--- src/rtl/fifo_pkg.sv ---
// fifo_pkg: shared FIFO defaults and Gray/binary pointer conversions
package fifo_pkg;

    localparam int PTR_WIDTH  = 3;
    localparam int DATA_WIDTH = 8;
    localparam int AE_LEVEL   = 2;

    function automatic logic [31:0] bin2gray(input logic [31:0] b);
        return (b >> 1) ^ b;
    endfunction

    function automatic logic [31:0] gray2bin(input logic [31:0] g);
        logic [31:0] b;
        for (int i = 0; i < 32; i++) b[i] = ^(g >> i);
        return b;
    endfunction

endpackage

--- src/rtl/fifo_read_ctrl_sync_2ff.sv ---
// sync_2ff: two-flop synchronizer bringing a Gray pointer into the read domain
module sync_2ff #(
    parameter int WIDTH = 1
) (
    input  logic             rclock,
    input  logic             rreset,
    input  logic [WIDTH-1:0] d,
    output logic [WIDTH-1:0] q
);

    logic [WIDTH-1:0] wq1;

    // First flop may go metastable; second flop gives it a cycle to resolve
    always_ff @(posedge rclock or negedge rreset) begin
        if (!rreset) begin
            wq1 <= '0;
            q   <= '0;
        end else begin
            wq1 <= d;
            q   <= wq1;
        end
    end

endmodule

--- src/rtl/fifo_read_ctrl.sv ---
// fifo_read_ctrl: read-side FIFO control with pointer sync, RAM fetch and 2-entry output skid buffer
module fifo_read_ctrl #(
    parameter int PTR_WIDTH  = fifo_pkg::PTR_WIDTH,
    parameter int DATA_WIDTH = fifo_pkg::DATA_WIDTH,
    parameter int AE_LEVEL   = fifo_pkg::AE_LEVEL
) (
    input  logic                  rclock,
    input  logic                  rreset,
    input  logic [PTR_WIDTH:0]    gray_wptr,
    input  logic [DATA_WIDTH-1:0] ram_rdata,
    output logic                  ram_ren,
    output logic [PTR_WIDTH-1:0]  raddr,
    output logic [PTR_WIDTH:0]    gray_rptr,
    output logic [DATA_WIDTH-1:0] m_data,
    output logic                  m_valid,
    input  logic                  m_ready,
    output logic                  empty,
    output logic                  almost_empty,
    output logic [PTR_WIDTH:0]    rlevel
);

    import fifo_pkg::*;

    localparam int PW = PTR_WIDTH + 1;

    logic [PW-1:0]         wq2;
    logic [PW-1:0]         wbin;
    logic [PW-1:0]         rbin;
    logic [PW-1:0]         rbin_next;
    logic [DATA_WIDTH-1:0] head;
    logic [DATA_WIDTH-1:0] skid;
    logic                  head_v;
    logic                  skid_v;
    logic                  inflight;
    logic                  pop;
    logic [1:0]            credits;

    sync_2ff #(.WIDTH(PW)) u_sync (
        .rclock (rclock),
        .rreset (rreset),
        .d      (gray_wptr),
        .q      (wq2)
    );

    // Fetch decision: a read is issued only when a buffer slot is guaranteed for its data
    always_comb begin
        wbin      = PW'(gray2bin(32'(wq2)));
        pop       = head_v & m_ready;
        credits   = 2'(head_v) + 2'(skid_v) + 2'(inflight);
        empty     = wq2 == gray_rptr;
        ram_ren   = !empty && (credits - 2'(pop)) < 2'd2;
        rbin_next = rbin + PW'(ram_ren);
    end

    assign raddr        = rbin[PTR_WIDTH-1:0];
    assign almost_empty = int'(rlevel) <= AE_LEVEL;
    assign m_valid      = head_v;
    assign m_data       = head;

    // Read pointer, its Gray copy for the write domain, fill level and RAM-latency tracker
    always_ff @(posedge rclock or negedge rreset) begin
        if (!rreset) begin
            rbin      <= '0;
            gray_rptr <= '0;
            rlevel    <= '0;
            inflight  <= 1'b0;
        end else begin
            rbin      <= rbin_next;
            gray_rptr <= PW'(bin2gray(32'(rbin_next)));
            rlevel    <= wbin - rbin;
            inflight  <= ram_ren;
        end
    end

    // Output buffer: returning data fills the head first, the skid only when the head is held
    always_ff @(posedge rclock or negedge rreset) begin
        if (!rreset) begin
            head   <= '0;
            skid   <= '0;
            head_v <= 1'b0;
            skid_v <= 1'b0;
        end else if (pop && skid_v) begin
            head   <= skid;
            skid_v <= 1'b0;
        end else if (inflight && (!head_v || pop)) begin
            head   <= ram_rdata;
            head_v <= 1'b1;
        end else if (inflight) begin
            skid   <= ram_rdata;
            skid_v <= 1'b1;
        end else if (pop) begin
            head_v <= 1'b0;
        end
    end

endmodule

--- config.mk ---
export PLATFORM = sky130hd
export DESIGN_NAME = fifo_read_ctrl
export DESIGN_NICKNAME = d
export VERILOG_FILES = /design/src/rtl/fifo_pkg.sv /design/src/rtl/fifo_read_ctrl_sync_2ff.sv /design/src/rtl/fifo_read_ctrl.sv
export SDC_FILE = /design/constraint.sdc
export NUM_CORES = 1
export LEC_CHECK = 0
export ABC_AREA = 0
export BUFFER_PORTS_ARGS = -buffer_cell sky130_fd_sc_hd__buf_2
export CORE_ASPECT_RATIO = 0.7
export CORE_MARGIN = 2
export CORE_UTILIZATION = 52
export DETAILED_ROUTE_END_ITERATION = 6
export PLACE_DENSITY = 0.76
export SYNTH_ARGS = -nofsm -noshare
export SYNTH_HDL_FRONTEND = slang
export SYNTH_SLANG_ARGS = --single-unit
export TNS_END_PERCENT = 50
--- constraint.sdc ---
create_clock -name rclock -period 3.1 [get_ports rclock]
set_input_delay 0.93 -clock rclock [delete_from_list [all_inputs] [get_ports rclock]]
set_output_delay 0.93 -clock rclock [all_outputs]
set_load 0.005 [all_outputs]
# ---- After elaboration in Yosys (flattened, before gate mapping)
# Cells that the tools add are included.
# W data, S select, Z words.
dict set report word_totals {
  ff_bits 39
  latch_bits 0
  ramBits 0
  rom_bits 0
  in_bits 15
  wordCells 48
  memories 0
}
dict set report op_classes {
  add_sub_neg 5
  multipliers 0
  div_mod_pow 0
  n_lt_le_gt_ge 2
  eq_ne 3
  shift 0
  n_mux 8
  n_bitwise 4
  reduce_logical 16
}
# op n
set ops {}
lappend ops {{$reduce_xor A32 Y1} 4}
lappend ops {{$mux W8} 2}
lappend ops {{$mux W1} 6}
lappend ops {{$reduce_and A3 Y1} 2}
lappend ops {{$reduce_bool A2 Y1} 3}
lappend ops {{$add A4 B1 Y4} 1}
lappend ops {{$eq A4 B4 Y1} 1}
lappend ops {{$le A4 B2 Y1 const B} 1}
lappend ops {{$sub A4 B4 Y4} 1}
lappend ops {{$xor A3 B4 Y4} 1}
lappend ops {{$logic_and A1 B1 Y1} 3}
lappend ops {{$add A1 B1 Y2} 1}
lappend ops {{$add A2 B1 Y2} 1}
lappend ops {{$logic_not A1 Y1} 2}
lappend ops {{$lt A2 B2 Y1 const B} 1}
lappend ops {{$ne A2 B1 Y1 const B} 1}
lappend ops {{$ne A2 B2 Y1 const B} 1}
lappend ops {{$not A1 Y1} 2}
lappend ops {{$reduce_and A2 Y1} 1}
lappend ops {{$sub A2 B1 Y2} 1}
lappend ops {{$and A1 B1 Y1} 1}
lappend ops {{$logic_or A1 B1 Y1} 1}

# ---- Longest topological paths before layout
dict set report logic_depth {
  ltp_word 7
  mapped_depth 11
  depth_no_buf 11
}

# ---- Cells and area by module
# A second synthesis with hierarchy kept.
dict set report hier_totals {
  hier_cells 120
  area_unflattened_um2 1564.0
}
# module instances cells_per_inst area_per_inst_um2
set by_module_without_submodules {}
lappend by_module_without_submodules {fifo_read_ctrl 1 112 1363.8}
lappend by_module_without_submodules {sync_2ff 1 8 200.2}

# ---- Worst setup path after synthesis
# No wires, ideal clock.
dict set report synth_path {
  path_type {input -> output}
  from {input port m_ready}
  to {output port ram_ren}
  t_arrival_ps 1999
  required_time_ps 2170
  slack_ps 171
  path_stages 7
  path_cell_list {and2_1 ha_1 inv_1 ha_1 a21oi_1 xnor2_1 nor2_1}
}
dict set report synth_via {
  elab_chain_cells 4
}
# item line_no
set synth_rtl {}
lappend synth_rtl {{from (decl)} fifo_read_ctrl.sv:16} ;# input logic m_ready,
lappend synth_rtl {{$and A1 B1 Y1} fifo_read_ctrl.sv:48} ;# pop = head_v & m_ready;
lappend synth_rtl {{$sub A2 B1 Y2} fifo_read_ctrl.sv:51} ;# ram_ren = !empty && (credits - 2'(pop)) < 2'd2;
lappend synth_rtl {{$lt A2 B2 Y1} fifo_read_ctrl.sv:51}
lappend synth_rtl {{$logic_and A1 B1 Y1} fifo_read_ctrl.sv:51}
lappend synth_rtl {{to (decl)} fifo_read_ctrl.sv:11} ;# output logic ram_ren,
# No other way between the ends.

# ---- Final worst setup path
# Ends and elaborated chain as after synthesis.

==> results_dict.tcl <==
set metrics [dict create \
    routed_wl_um 2690 \
    final_worst_path_cycle_share_pct 99.0 \
    rsz_0062_raised_after_global_routing "true" \
    first_pass_iters 4 \
    internal_reg_to_reg_setup_slack_ns 0.36 \
    track_usage_pct 17.6 \
    report.final.hold_viol_count 0 \
    grt_pass1_wl_um 4640 \
    syn_area_cell_sq_um 13.6 \
    fin_worst_skew_ns 0.00514 \
    timing.hold.worst_path_depth 0 \
    clock_tree.root_cell "sky130_fd_sc_hd__clkbuf_8" \
    worst_slack_at_placement_ns -0.131 \
    clk_pin_slew_worst_paths_ns 0.06 \
    worst_hold_path.endpoint "u_sync.q[2]" \
    timing.final.crit_period_ns 3.07 \
    dieWidth_um 69.9 \
    p_seq_share_pct 38.6 \
    yosysWarnings 0 \
    hold_path_startpoint "u_sync.wq1[2]" \
    path_max_fanout 2 \
    postPlaceCellArea_sq_mm 0.00184 \
    mappedNetlistNets 140 \
    critical-path-slowest-cell "sky130_fd_sc_hd__ha_4" \
    die_area_sq_mm 0.00351 \
    drive_above_1_share_pct 39.3 \
    initialDrtViolationCount 42 \
    synth_area_sq_mm 0.00158 \
    p_int_w 0.00144 \
    postLayoutSetupSlackWorst_ns 0.0315 \
    core_region_area_sq_mm 0.00284 \
    p_leak_nw 0.957 \
    timing.critical_path.buf_inv 3 \
    worstSkewPairLatency_ns 0.28 \
    slew_headroom_pct 46.6 \
    cell_breakdown_of_the_critical_path "buf_6 -> and2_4 -> ha_4 -> inv_4 -> ha_4 -> a21oi_2 -> xnor2_1 -> nor2_1 -> buf_2" \
    status "finished clean" \
    height_of_the_die_um 50.2 \
    clock_power_share_pct 14.7 \
    vias_per_cell 5.09 \
    switching_share_pct 35.2 \
    final_cell_area_sq_mm 0.00197 \
    routabilityCongestion 0.795 \
    antenna_cells 0 \
    clock-sinks 38 \
    max_clock_freq_mhz 326 \
    route.antenna.remaining_nets 0 \
    slowest_delay_ns 0.27 \
    num_rows 16 \
    ys_types 21 \
    start_util_pct 55.7 \
    hold_buffers 0 \
    max-vdd-ir-drop_mv 0.649 \
    path_class "in -> out" \
    slew_violations 0 \
    worst_ep_arrival_time_ns 2.14 \
    ctsHtreeMaxLevel 2 \
    p_per_area_mw_per_mm2 1130 \
    floorplan.io_pins 38 \
    crit_required_ns 2.17 \
    clock_path_buffers 2 \
    post-dp-hpwl_um 1970 \
    buffer_ports.inserted 37 \
    worstHoldPathType "reg -> reg" \
    nNetsFinal 188 \
    combinationalPowerShare_pct 46.7 \
    num_vias 1013 \
    finish.utilization_pct 69.1 \
    critPathCaptureType "primary output" \
    syn-instance-count 116 \
    path_depth 9 \
    critical-path-top-cell-by-count "sky130_fd_sc_hd__ha_4" \
    synth-seq-area-share_pct 60.1 \
    cts_inserted_buffers 5 \
    reg2regPathDepth 13 \
    total_net_switching_power_w 0.000783 \
    area.growth.synth_to_final_pct 24.2 \
    max_cap_viols 0 \
    cp_startpoint_kind "input pin" \
    worst_r2r_endpoint "gray_rptr[1]" \
    antenna_found_initial 0 \
    path_delay_family "adder cells" \
    grt_overflow 0 \
    reg2reg_launch_point "m_valid" \
    timing.final.setup_violations 0 \
    fin_worst_hold_slack_ns 0.350 \
    ys_seq_elements 38 \
    max_slew.worst_pin.slew_ns 0.802 \
    route.detailed.drc 0 \
    pin_count_of_the_biggest_net_entering_global_routing 39 \
    cts_tree "built" \
    grt_pass1_vias 1000 \
    avgRoutedWirePerCell_um 13.5 \
    totalNegativeSetupSlack_ns 0 \
]
-- worst register-to-register path: stages (launching register included) --
cell                      delay, ns
sky130_fd_sc_hd__dfrtp_1       0.47
sky130_fd_sc_hd__and2_4        0.21
sky130_fd_sc_hd__ha_4          0.27
sky130_fd_sc_hd__inv_4         0.03
sky130_fd_sc_hd__ha_4          0.20
sky130_fd_sc_hd__a21oi_2       0.12
sky130_fd_sc_hd__xnor2_1       0.14
sky130_fd_sc_hd__nor2_1        0.07
sky130_fd_sc_hd__buf_4         0.14
sky130_fd_sc_hd__buf_4         0.13
sky130_fd_sc_hd__ha_1          0.21
sky130_fd_sc_hd__ha_1          0.19
sky130_fd_sc_hd__xor2_1        0.29
sky130_fd_sc_hd__xor2_1        0.19
-- cell usage after synthesis --
cell	number	area share, %
sky130_fd_sc_hd__and2_1	1	0.40
sky130_fd_sc_hd__inv_1	6	1.4
sky130_fd_sc_hd__buf_4	2	0.95
sky130_fd_sc_hd__xnor2_1	3	1.7
sky130_fd_sc_hd__nor4_1	1	0.40
sky130_fd_sc_hd__mux2_2	8	5.7
sky130_fd_sc_hd__nand2_1	9	2.1
sky130_fd_sc_hd__a21oi_1	3	0.95
sky130_fd_sc_hd__a211oi_1	1	0.47
sky130_fd_sc_hd__nor3b_4	1	1.2
sky130_fd_sc_hd__fa_1	1	1.3
sky130_fd_sc_hd__ha_1	8	6.3
sky130_fd_sc_hd__nand2b_4	1	0.87
sky130_fd_sc_hd__xor2_1	12	6.6
sky130_fd_sc_hd__o21ai_0	8	2.5
sky130_fd_sc_hd__nand3_1	1	0.32
sky130_fd_sc_hd__nor2_1	1	0.24
sky130_fd_sc_hd__dfrtp_1	38	60
sky130_fd_sc_hd__a21o_1	2	0.95
sky130_fd_sc_hd__o21bai_1	1	0.47
sky130_fd_sc_hd__mux2i_1	8	5.1
-- layout make-up --
type | count | area, sq um
fillers | 217 | 877
clock buffers | 6 | 82.6
repair buffers | 43 | 236
well taps | 36 | 45.0
multi-input cells | 70 | 626
flip-flops and latches | 38 | 951
inverters | 6 | 25.0
-- per-layer routing --
layer	track usage, %	wire length [um]	up-vias
li1	-	-	489
met3	5.42	153	6
met5	0	0	-
met2	27.1	1260	29
met1	23.8	1240	489
met4	6.73	38	0
-- how the worst max path moves through the flow --
stage	from	endpoint	slack (ns)
6_report	m_ready	ram_ren	0.03
3_3_place_gp	m_ready	ram_ren	-0.08
4_1_cts	m_ready	ram_ren	0.002
2_1_floorplan	m_ready	ram_ren	0.17
3_5_place_dp	m_ready	gray_rptr[1]	-0.13
5_1_grt	m_ready	ram_ren	-0.04
-- stage by stage --
step           power [W]  std cells
2_1_floorplan    0.00145        116
6_report         0.00222        199
5_1_grt          0.00241        199
3_5_place_dp     0.00182        192
3_3_place_gp     0.00176        192
4_1_cts          0.00224        199
-- state kept, by name, indices dropped and copies added, names as in the netlist, 3 cells and up --
signal,count
gray_rptr,4
m_data,8
rlevel,4
rbin,3
u_sync.q,4
skid,8
u_sync.wq1,4
-- placed cells by master, fill, tap and decap left out, types with 5 or more instances in the layout --
cell type                  netlist  final
sky130_fd_sc_hd__xor2_1         12     12
sky130_fd_sc_hd__mux2i_1         8      8
sky130_fd_sc_hd__nand2_1         9      9
sky130_fd_sc_hd__dfrtp_1        38     38
sky130_fd_sc_hd__buf_2           0     36
sky130_fd_sc_hd__buf_4           2      6
sky130_fd_sc_hd__mux2_2          8      8
sky130_fd_sc_hd__clkbuf_8        0      6
sky130_fd_sc_hd__o21ai_0         8      8
sky130_fd_sc_hd__inv_1           6      5
sky130_fd_sc_hd__ha_1            8      6
-- power groups by stage --
stage | logic [W] | clock network [W] | registers, W
6_report | 0.00104 | 0.000327 | 0.000858
5_1_grt | 0.00116 | 0.000352 | 0.000895
4_1_cts | 0.00104 | 0.000334 | 0.000860
3_5_place_dp | 0.000955 | 0 | 0.000865
3_3_place_gp | 0.000910 | 0 | 0.000853
2_1_floorplan | 0.000593 | 0 | 0.000861
-- logic make-up after synthesis --
family                     count (synthesis)  synth area share [%]
AOI/OAI and AO/OA                         15                  5.38
xor gates and xnor gates                  15                  8.30
adders and majority gates                  9                  7.59
buffers and inverters                      8                  2.37
DFF                                       38                  60.1
muxes                                     16                  10.8
and+or+nand+nor                           15                  5.53
-- what timing repair did --
item	in CTS	in global routing
buffers inserted	1	0
pin swaps	5	5
gates resized for setup	6	1
setup endpoints to repair	1	2
Power figures use the tool's default switching activity.
